### config.mk
export PLATFORM = sky130hd
export DESIGN_NAME = night_rider_ctrl
export DESIGN_NICKNAME = d
export VERILOG_FILES = /design/src/rtl/night_rider_pkg.sv /design/src/rtl/night_rider_prescaler.sv /design/src/rtl/night_rider_ctrl.sv
export SDC_FILE = /design/constraint.sdc
export NUM_CORES = 1
export LEC_CHECK = 0
export CAP_MARGIN = 20
export CORE_ASPECT_RATIO = 0.5
export CORE_MARGIN = 2
export CORE_UTILIZATION = 58
export CTS_CLUSTER_DIAMETER = 80
export DETAILED_ROUTE_END_ITERATION = 7
export GPL_TIMING_DRIVEN = 0
export MAX_ROUTING_LAYER = met4
export PLACE_DENSITY = 0.84
export SLEW_MARGIN = 30
export SYNTH_ARGS = -nofsm -noshare
export SYNTH_HDL_FRONTEND = slang
export SYNTH_SLANG_ARGS = --single-unit
### constraint.sdc
create_clock -name clk -period 3.3 [get_ports clk]
set_input_delay 0.33 -clock clk [delete_from_list [all_inputs] [get_ports clk]]
set_output_delay 0.33 -clock clk [all_outputs]
set_load 0.01 [all_outputs]
### src/rtl/night_rider_pkg.sv
// -----------------------------------------------------------------------------
// night_rider_pkg
//   Shared encodings for the Night Rider LED scanner:
//     - scan-mode encodings for the 2-bit mode input
//     - FSM state encoding (IDLE / RUN / DONE)
//     - norm_mode(): folds the reserved mode onto bounce at capture time so
//       the step logic only ever sees the three real patterns.
// -----------------------------------------------------------------------------
package night_rider_pkg;

    typedef logic [1:0] mode_t;
    typedef logic [1:0] state_t;

    // Scan pattern encodings
    localparam mode_t MODE_BOUNCE    = 2'b00;
    localparam mode_t MODE_WRAP_UP   = 2'b01;
    localparam mode_t MODE_WRAP_DOWN = 2'b10;
    localparam mode_t MODE_RESERVED  = 2'b11;

    // FSM state encoding
    localparam logic [1:0] ST_IDLE = 2'd0;
    localparam logic [1:0] ST_RUN  = 2'd1;
    localparam logic [1:0] ST_DONE = 2'd2;

    // The reserved pattern runs exactly like bounce.
    function automatic mode_t norm_mode(input mode_t m);
        return (m == MODE_RESERVED) ? MODE_BOUNCE : m;
    endfunction

endpackage

### src/rtl/night_rider_prescaler.sv
// -----------------------------------------------------------------------------
// night_rider_prescaler
//   Step-rate divider. While enabled, counts 0..period and raises tick for the
//   single cycle in which the count equals period, then restarts at 0. A step
//   therefore happens every period+1 cycles; period = 0 ticks every cycle.
//
// Ports
//   clk     in   clock (rising edge)
//   rst_n   in   asynchronous active-low reset
//   clr     in   synchronous clear of the count (held while not running so
//                the first tick of a run lands period+1 cycles after entry)
//   en      in   count enable
//   period  in   [PW-1:0] terminal count (step interval minus one)
//   tick    out  combinational; high when enabled and count == period
// -----------------------------------------------------------------------------
module night_rider_prescaler
    import night_rider_pkg::*;
#(
    parameter int PW = 16
) (
    input  logic          clk,
    input  logic          rst_n,
    input  logic          clr,
    input  logic          en,
    input  logic [PW-1:0] period,
    output logic          tick
);

    logic [PW-1:0] cnt_reg;
    logic [PW-1:0] cnt_next;

    assign tick = en && (cnt_reg == period);

    always_comb begin
        cnt_next = cnt_reg;
        if (clr) begin
            cnt_next = '0;
        end else if (en) begin
            cnt_next = tick ? '0 : cnt_reg + PW'(1);
        end
    end

    always_ff @(posedge clk or negedge rst_n) begin
        if (!rst_n) begin
            cnt_reg <= '0;
        end else begin
            cnt_reg <= cnt_next;
        end
    end

endmodule

### src/rtl/night_rider_ctrl.sv
// -----------------------------------------------------------------------------
// night_rider_ctrl
//   "Night Rider" LED scanner. A start request captures mode, period and pass
//   count, then a single lit LED walks across N positions, one step per
//   prescaler tick, in one of three patterns:
//     bounce     0,1..N-1,N-2..0,1..   (no dwell at the ends)
//     wrap-up    0,1..N-1,0,1..
//     wrap-down  N-1..0,N-1..
//   A pass ends on the step that lands on 0 (bounce), N-1->0 (wrap-up) or
//   0->N-1 (wrap-down). After the requested number of passes the FSM spends
//   one cycle in DONE (done pulse) and returns to IDLE. passes = 0 runs until
//   stop. stop aborts a run with no done pulse and leaves pos where it was.
//
// Ports
//   clk      in   clock (rising edge)
//   rst_n    in   asynchronous active-low reset
//   start    in   begin a run (honoured only in IDLE, and only without stop)
//   stop     in   abort request (honoured only in RUN, beats everything)
//   mode     in   [1:0] scan pattern, see night_rider_pkg
//   period   in   [PW-1:0] step interval minus one, in clk cycles
//   passes   in   [PASS_W-1:0] passes to run, 0 = endless
//   busy     out  high in RUN
//   done     out  one-cycle pulse at normal completion
//   pos      out  [clog2(N)-1:0] current lit position
//   led_out  out  [N-1:0] one-hot LED drive, dark in IDLE
// -----------------------------------------------------------------------------
module night_rider_ctrl
    import night_rider_pkg::*;
#(
    parameter int N      = 8,
    parameter int PW     = 16,
    parameter int PASS_W = 8
) (
    input  logic                 clk,
    input  logic                 rst_n,
    input  logic                 start,
    input  logic                 stop,
    input  logic [1:0]           mode,
    input  logic [PW-1:0]        period,
    input  logic [PASS_W-1:0]    passes,
    output logic                 busy,
    output logic                 done,
    output logic [$clog2(N)-1:0] pos,
    output logic [N-1:0]         led_out
);

    localparam int                POS_W    = $clog2(N);
    localparam logic [POS_W-1:0]  POS_LAST = POS_W'(N - 1);
    localparam logic [POS_W-1:0]  POS_ONE  = POS_W'(1);

    // -------------------------------------------------------------------------
    // State
    // -------------------------------------------------------------------------
    logic [1:0]        state_reg,    state_next;
    mode_t             mode_reg,     mode_next;
    logic [PW-1:0]     period_reg,   period_next;
    logic [PASS_W-1:0] passes_reg,   passes_next;
    logic [PASS_W-1:0] pass_cnt_reg, pass_cnt_next;
    logic [POS_W-1:0]  pos_reg,      pos_next;
    logic              dir_up_reg,   dir_up_next;

    // -------------------------------------------------------------------------
    // Prescaler: held clear whenever we are not running, so every run starts
    // from a zero count.
    // -------------------------------------------------------------------------
    logic tick;

    night_rider_prescaler #(
        .PW (PW)
    ) u_prescaler (
        .clk    (clk),
        .rst_n  (rst_n),
        .clr    (state_reg != ST_RUN),
        .en     (state_reg == ST_RUN),
        .period (period_reg),
        .tick   (tick)
    );

    // -------------------------------------------------------------------------
    // Candidate next position for one step in the captured pattern, plus a
    // flag saying this step completes a pass.
    // -------------------------------------------------------------------------
    logic [POS_W-1:0] step_pos;
    logic             step_dir_up;
    logic             step_pass;

    always_comb begin
        step_pos    = pos_reg;
        step_dir_up = dir_up_reg;
        step_pass   = 1'b0;
        case (mode_reg)
            MODE_WRAP_UP: begin
                if (pos_reg == POS_LAST) begin
                    step_pos  = '0;
                    step_pass = 1'b1;
                end else begin
                    step_pos = pos_reg + POS_ONE;
                end
            end
            MODE_WRAP_DOWN: begin
                if (pos_reg == '0) begin
                    step_pos  = POS_LAST;
                    step_pass = 1'b1;
                end else begin
                    step_pos = pos_reg - POS_ONE;
                end
            end
            default: begin
                // Bounce: the turn-around itself is a step (no dwell). A pass
                // ends whenever a downward step lands on 0; with N = 2 that
                // downward step is the turn at the top, hence the shared
                // pos_reg == 1 test on both downward branches.
                if (dir_up_reg) begin
                    if (pos_reg == POS_LAST) begin
                        step_pos    = pos_reg - POS_ONE;
                        step_dir_up = 1'b0;
                        step_pass   = (pos_reg == POS_ONE);
                    end else begin
                        step_pos = pos_reg + POS_ONE;
                    end
                end else begin
                    if (pos_reg == '0) begin
                        step_pos    = POS_ONE;
                        step_dir_up = 1'b1;
                    end else begin
                        step_pos  = pos_reg - POS_ONE;
                        step_pass = (pos_reg == POS_ONE);
                    end
                end
            end
        endcase
    end

    // Pass counter: wraps silently in endless mode (passes_reg == 0).
    logic [PASS_W-1:0] pass_cnt_inc;
    logic              last_pass;

    assign pass_cnt_inc = pass_cnt_reg + PASS_W'(1);
    assign last_pass    = (passes_reg != '0) && (pass_cnt_inc == passes_reg);

    // -------------------------------------------------------------------------
    // FSM and datapath next-state
    // -------------------------------------------------------------------------
    mode_t start_mode;
    assign start_mode = norm_mode(mode);

    always_comb begin
        state_next    = state_reg;
        mode_next     = mode_reg;
        period_next   = period_reg;
        passes_next   = passes_reg;
        pass_cnt_next = pass_cnt_reg;
        pos_next      = pos_reg;
        dir_up_next   = dir_up_reg;

        case (state_reg)
            ST_IDLE: begin
                if (start && !stop) begin
                    state_next    = ST_RUN;
                    mode_next     = start_mode;
                    period_next   = period;
                    passes_next   = passes;
                    pass_cnt_next = '0;
                    dir_up_next   = 1'b1;
                    pos_next      = (start_mode == MODE_WRAP_DOWN) ? POS_LAST : '0;
                end
            end
            ST_RUN: begin
                // stop wins over a step, including the pass-completing one.
                if (stop) begin
                    state_next = ST_IDLE;
                end else if (tick) begin
                    pos_next    = step_pos;
                    dir_up_next = step_dir_up;
                    if (step_pass) begin
                        pass_cnt_next = pass_cnt_inc;
                        if (last_pass) begin
                            state_next = ST_DONE;
                        end
                    end
                end
            end
            ST_DONE: begin
                state_next = ST_IDLE;
            end
            default: begin
                state_next = ST_IDLE;
            end
        endcase
    end

    always_ff @(posedge clk or negedge rst_n) begin
        if (!rst_n) begin
            state_reg    <= ST_IDLE;
            mode_reg     <= MODE_BOUNCE;
            period_reg   <= '0;
            passes_reg   <= '0;
            pass_cnt_reg <= '0;
            pos_reg      <= '0;
            dir_up_reg   <= 1'b1;
        end else begin
            state_reg    <= state_next;
            mode_reg     <= mode_next;
            period_reg   <= period_next;
            passes_reg   <= passes_next;
            pass_cnt_reg <= pass_cnt_next;
            pos_reg      <= pos_next;
            dir_up_reg   <= dir_up_next;
        end
    end

    // -------------------------------------------------------------------------
    // Outputs: all decoded from registered state, so reset clears them at once.
    // -------------------------------------------------------------------------
    logic lit;

    assign busy = (state_reg == ST_RUN);
    assign done = (state_reg == ST_DONE);
    assign pos  = pos_reg;
    assign lit  = (state_reg == ST_RUN) || (state_reg == ST_DONE);

    generate
        for (genvar gi = 0; gi < N; gi++) begin : g_led
            assign led_out[gi] = lit && (pos_reg == POS_W'(gi));
        end
    endgenerate

endmodule

==> out/metrics.csv, run 1 <==
metric,value,unit
status,completed,
seqPwrFrac,35.3,%
cts-root-buf,clkbuf_16,
swShare,40.0,%
worstMarginPinSlew,603,ps
setup_violations,0,
vias,2609,
initialDrtViolationCount,133,
pwr-share-comb,47.8,%
hp-class,in -> async,
postRouteAntennaNets,0,
wl_met3,388,um
synth.avg_cell_area,10.3,um2
clk_latency,300,ps
io_buffers,42,
startpoint_type,register,
postCtsSetupBuffers,0,
slew_headroom,59.8,%
top_layer_used,met4,
wire_per_inst,15.1,um
yosysWarnings,0,
antenna_found_initial,0,
ff_latch_area,0.00140,mm2
synth_top_area_cell,dfrtp_1,
clk_pin_slew,70,ps
rsz0062_at_grt,false,
wl_met2,3450,um
switchingPower,1.29,mW
m1WireLength,2900,um
syn-num-nets,376,
drive_gt1_share,16.2,%
final_util,73.5,%
fill_cells,397,
grtUsageTotal,23.4,%
powerDensity,787,mW/mm2
worstPathRequired,3490,ps
p_int,1.94,mW
crit_path_end_kind,register,
grt_pass1_vias,2667,
synth_edf_count,0,
grt_pass1_wl,11700,um
clockBufferDepth,2,
cts_buffers,5,
gp_congestion,0.878,
yosysUniqueCellTypes,58,
drc_errors,0,
grt_start_max_net_pins,48,
clkPwrFrac,16.9,%
io_pins,43,
period_minus_slack,2550,ps
dpl.cell_count,447,
slew_violations,0,
setup_tns,0,ps
cts_sinks,56,
ys_ff_latch,56,
nets,427,
min_period_over_period,77.4,%
ys_async_sr_fraction,100,%
hold_violations,0,
syn2layout_area_growth,20.4,%
hpwl,5190,um
syn-cell-area,0.00341,mm2
seq_area_frac_synth,41.2,%
die_w,112,um
initial_utilization,61.0,%
htreeDepth,2,
drt_wl_total,6900,um
core_area,0.00559,mm2
finalInstanceArea,0.00411,mm2
fp.dieH,58.2,um
drv_cap,0,
viasPerCell,5.72,
path_class,reg -> reg,
synth_cells,331,
row_count,19,
vdd_ir_drop_max,0.457,mV
antennaDiodeCount,0,
dieArea,0.00654,mm2
p_leak,1.82,nW
overflow,0,
synth.top_cell.area_share,40.4,%
cts_tree,yes,
multiInputGateArea,0.00185,mm2
maxClockFrequency,0.392,GHz
cp_max_fo,10,
firstDrtPassIters,4,
cp.arrival,2740,ps
synthFlopType,dfrtp_1,
cts_resized,0,
place_area,0.00395,mm2
synth_area_leaders,"dfrtp_1, mux2_2, xor2_1, ha_1, xnor2_1",
worst_clock_skew,5.18,ps
stdcell_count,456,
hold_slack,406,ps
==> through the flow <==
| stage | total power [mW] | worst slack (ps) |
|---|---|---|
| finish | 3.23 | 746 |
| global placement | 2.59 | 246 |
| floorplan | 2.25 | 991 |
| global route | 3.46 | 600 |
| CTS | 3.24 | 743 |
| detailed placement | 2.69 | 783 |
==> cell type report <==
type | instances | area share (%)
Buffer | 14 | 2.22
Clock buffer | 5 | 3.05
Clock inverter | 3 | 0.610
Inverter | 18 | 1.65
Multi-Input combinational cell | 243 | 45.0
Sequential cell | 56 | 34.2
Tap cell | 73 | 2.22
Timing Repair Buffer | 44 | 11.1
==> routing by layer <==
layer / track usage (%) / vias to the layer above
met3: 4.08 / 16
met1: 27.1 / 1251
met4: 10.8 / 0
li1: - / 1263
met2: 40.7 / 79
met5: - / -
==> power groups by stage <==
stage | sequential (mW) | combinational, mW | clock [mW]
global route | 1.17 | 1.71 | 0.583
CTS | 1.14 | 1.55 | 0.553
detailed placement | 1.15 | 1.54 | 0
floorplan | 1.10 | 1.15 | 0
finish | 1.14 | 1.55 | 0.546
global placement | 1.14 | 1.45 | 0
==> worst paths after layout <==
kind,endpoint,slack (ps),start,depth (start not counted)
max in group asynchronous,dir_up_reg,2370,rst_n,3
worst min-delay path,period_reg[4],410,rst_n,2
worst max-delay path,pass_cnt_reg[4],750,pos[0],10
worst min register to register,mode_reg[0],520,mode_reg[0],2
worst max register to register,pass_cnt_reg[4],750,pos[0],10
min in group clk,mode_reg[0],520,mode_reg[0],2
==> layout by cell type, fill, tap and decap left out, types with 2 or more instances in the layout <==
cell and count:
inv_6 2, o21ai_0 12, dfrtp_1 55, clkdlybuf4s50_1 41, nor2_1 24, nor4_1 4, xnor2_1 13, mux2_2 25
nor3b_1 2, clkbuf_16 5, nor2b_1 2, clkbuf_2 3, nand4_1 4, a31oi_1 2, o221ai_1 2, xor2_1 25
inv_1 17, o211ai_1 2, nor3_1 6, buf_2 4, nand3b_1 3, clkbuf_1 3, nand2_1 22, mux2i_1 8
nand2b_1 4, nand3_1 11, and2_1 4, or3_1 2, a221oi_1 2, a21oi_1 10, ha_1 15, and3_1 12
and2b_2 2, nor4_2 4
==> cells in the mapped netlist (2+ instances only) <==
cell       n
nand2_1   22
clkbuf_2   3
nand3_1   11
nor4_1     4
and2b_2    2
nor2_1    24
nor2b_1    2
a221oi_1   2
or3_1      2
dfrtp_1   55
xor2_1    25
o211ai_1   2
nand3b_1   3
a21oi_1   10
ha_1      15
o21ai_0   12
xnor2_1   13
mux2i_1    8
and2_1     4
nor3_1     6
buf_2      4
nand2b_1   4
a31oi_1    2
nand4_1    4
o221ai_1   2
and3_1    12
inv_1     17
nor3b_1    2
clkbuf_1   3
nor4_2     4
mux2_2    25
==> cell families (layout without fill, tap and decap cells) <==
| family | count (synthesis) | in the layout | synth area share, % |
|---|---|---|---|
| and+or+nand+nor | 112 | 112 | 18.4 |
| DFF | 56 | 56 | 41.2 |
| AOI/OAI and AO/OA | 45 | 45 | 9.88 |
| xor gates and xnor gates | 38 | 38 | 9.77 |
| muxes | 33 | 33 | 10.6 |
| buffers and inverters | 32 | 84 | 4.66 |
| adders and majority gates | 15 | 15 | 5.51 |
==> critical path, cell delays in order, from the launching register on <==
cell	delay [ps]
dfrtp_1	400
ha_1	220
ha_1	160
clkbuf_2	190
and2b_2	260
o41ai_4	240
o211ai_1	200
o31ai_4	300
buf_6	200
mux2i_1	190
nand2_1	70
==> timing repair <==
item,in CTS,in global routing
endpoints found under the hold margin,9,0
hold buffers,1,0
endpoints found under the setup margin,0,0
Note: power is estimated with default switching activity, not from simulation.
==> inputs of run 2 (changes only) <==
--- a/config.mk
+++ b/config.mk
@@ -8,12 +8,12 @@
 export CAP_MARGIN = 20
 export CORE_ASPECT_RATIO = 0.5
 export CORE_MARGIN = 2
-export CORE_UTILIZATION = 58
+export CORE_UTILIZATION = 50
 export CTS_CLUSTER_DIAMETER = 80
 export DETAILED_ROUTE_END_ITERATION = 7
 export GPL_TIMING_DRIVEN = 0
 export MAX_ROUTING_LAYER = met4
-export PLACE_DENSITY = 0.84
+export PLACE_DENSITY = 0.77
 export SLEW_MARGIN = 30
 export SYNTH_ARGS = -nofsm -noshare
 export SYNTH_HDL_FRONTEND = slang
==> constraint.sdc (replaced) <==
create_clock -name clk -period 2.1 [get_ports clk]
set_input_delay 0.21 -clock clk [delete_from_list [all_inputs] [get_ports clk]]
set_output_delay 0.21 -clock clk [all_outputs]
set_load 0.01 [all_outputs]
==> run 2 against run 1 <==
  * Via count is 2.7% higher
  * Clock skew up 1.0 ps
  * Global-route usage shrank 2.3 points
  * Setup slack lost 900 ps
  * Final cell count grew 7.0%
  * The run now ends with negative setup slack left
  * Highest routed layer unchanged
  * Critical path type unchanged
  * Non-clock buffer count rose by 13
  * Utilization fell by 8.2 points
==> out/metrics.csv, run 2 (synthesized netlist as in run 1, its figures left out) <==
metric,value,unit
status,finished with violations,
violations,negative setup slack,
grtUsageTotal,21.1,%
syn2layout_area_growth,27.3,%
worstReg2RegEnd,pass_cnt_reg[6],
most-common-layout-cells,"dfrtp_1, clkdlybuf4s50_1, xor2_1, mux2_2, nor2_1",
cp_max_fo,5,
cts_buffers,5,
maxClockFrequency,0.444,GHz
finalPower,5.43,mW
fill_cells,521,
grt_pass1_vias,2630,
rsz0062_at_grt,true,
hp-class,in -> async,
cts-root-buf,clkbuf_16,
period_minus_slack,2250,ps
slew_violations,0,
final_common_cell,dfrtp_1,
vdd_ir_drop_max,0.530,mV
hold_violations,0,
worstPathRequired,2280,ps
grt_start_max_net_pins,47,
setup_violations,10,
antenna_found_initial,0,
cts_sinks,56,
vias,2680,
cts_tree,yes,
worstMarginPinSlew,598,ps
startpoint,pos[0],
fin_ws,-152,ps
hold_slack,298,ps
ff2ff_setup_slack,-150,ps
postRouteAntennaNets,0,
startpoint_type,register,
nets,440,
core_area,0.00665,mm2
r2r_cells,10,
clockBufferDepth,2,
drv_cap,0,
drc_errors,0,
drt_wl_total,7530,um
antennaDiodeCount,0,
ff_latch_area,0.00141,mm2
powerDensity,1250,mW/mm2
hpwl,5130,um
grt_pass1_wl,12500,um
cp-endpoint,pass_cnt_reg[6],
die_w,121,um
p_leak,1.94,nW
setup_tns,-1020,ps
stdcell_count,488,
crit_path_end_kind,register,
dieArea,0.00753,mm2
gp_congestion,0.897,
slew_headroom,60.1,%
clk_pin_slew,70,ps
drive_gt1_share,23.5,%
worst_clock_skew,6.20,ps
firstDrtPassIters,4,
row_count,21,
multiInputGateArea,0.00193,mm2
io_pins,43,
path_class,reg -> reg,
overflow,0,
htreeDepth,2,
initial_utilization,51.3,%
initialDrtViolationCount,153,
clk_latency,290,ps
min_period_over_period,107,%
wire_per_inst,15.4,um
dpl.cell_count,466,
fp.dieH,62.4,um
viasPerCell,5.49,
io_buffers,42,
cp.arrival,2430,ps
crit-reg2reg-launch,pos[0],
## run 2: changes by cell type in the layout (fill, tap and decap cells not counted), sizes merged
cell           before  now
clkdlybuf4s50      41   38
clkinv              0    2
buf                 7   22
inv                20   18
dlygate4sd2         0    1
clkbuf             12   11
dlymetal6s2s        0    2
clkinvlp            1    0
## run 2: layout make-up
| cell class | instances | share of cell area [%] |
|---|---|---|
| tap | 92 | 2.65 |
| clock inverter | 2 | 0.231 |
| clock buffer | 6 | 3.20 |
| sequential | 56 | 32.4 |
| inverter | 18 | 1.61 |
| buffer | 12 | 1.99 |
| timing repair buffer | 59 | 13.3 |
| multi-input combinational | 243 | 44.5 |
## run 2: routing by layer
layer  global-route usage, %  share of wire (%)  routed length [um]
met2                    35.2                 49                3710
met3                    3.28                3.5                 265
met5                       -                  0                   0
met1                    27.1                 45                3410
met4                    5.67                1.8                 139
## run 2: worst max-delay path: stages, from the launching register on
cell      delay (ps)
dfrtp_1          380
buf_6            110
ha_4             130
ha_4             130
and2b_2          230
o41ai_4          240
o211ai_1         190
o31ai_4          290
buf_6            180
mux2i_1          190
nand2_1           60
## run 2: where the power goes
group,leakage [nW],switching (mW),internal (mW)
Combinational,1.17,1.43,1.34
Clock,0.0766,0.380,0.471
Sequential,0.692,0.350,1.46
## run 2: repair_timing
item,CTS,global route
gates resized for setup,11,21
gates cloned,1,0
setup endpoints to repair,20,19
hold endpoints to repair,10,0
pin swaps,4,8
setup buffers,8,6
hold buffers,1,0
## run 2: worst min-delay path by stage
stage	startpoint	end	slack, ps	cells after the start
6_report	rst_n	period_reg[6]	300	2
5_1_grt	rst_n	period_reg[6]	320	2
4_1_cts	rst_n	period_reg[10]	300	2
2_1_floorplan	rst_n	mode_reg[0]	-90	0
3_5_place_dp	rst_n	period_reg[6]	60	1
3_3_place_gp	mode_reg[1]	mode_reg[1]	490	2
## run 2: stage by stage
step                      worst slack [ps]  utilization [%]  area [um2]
after global routing                  -217             65.3        4340
after detailed placement              -368             60.1        3990
after CTS                             -295             63.6        4230
after floorplan                       -178                -        3430
after global placement                -843             59.7        3970
final                                 -152             65.3        4340
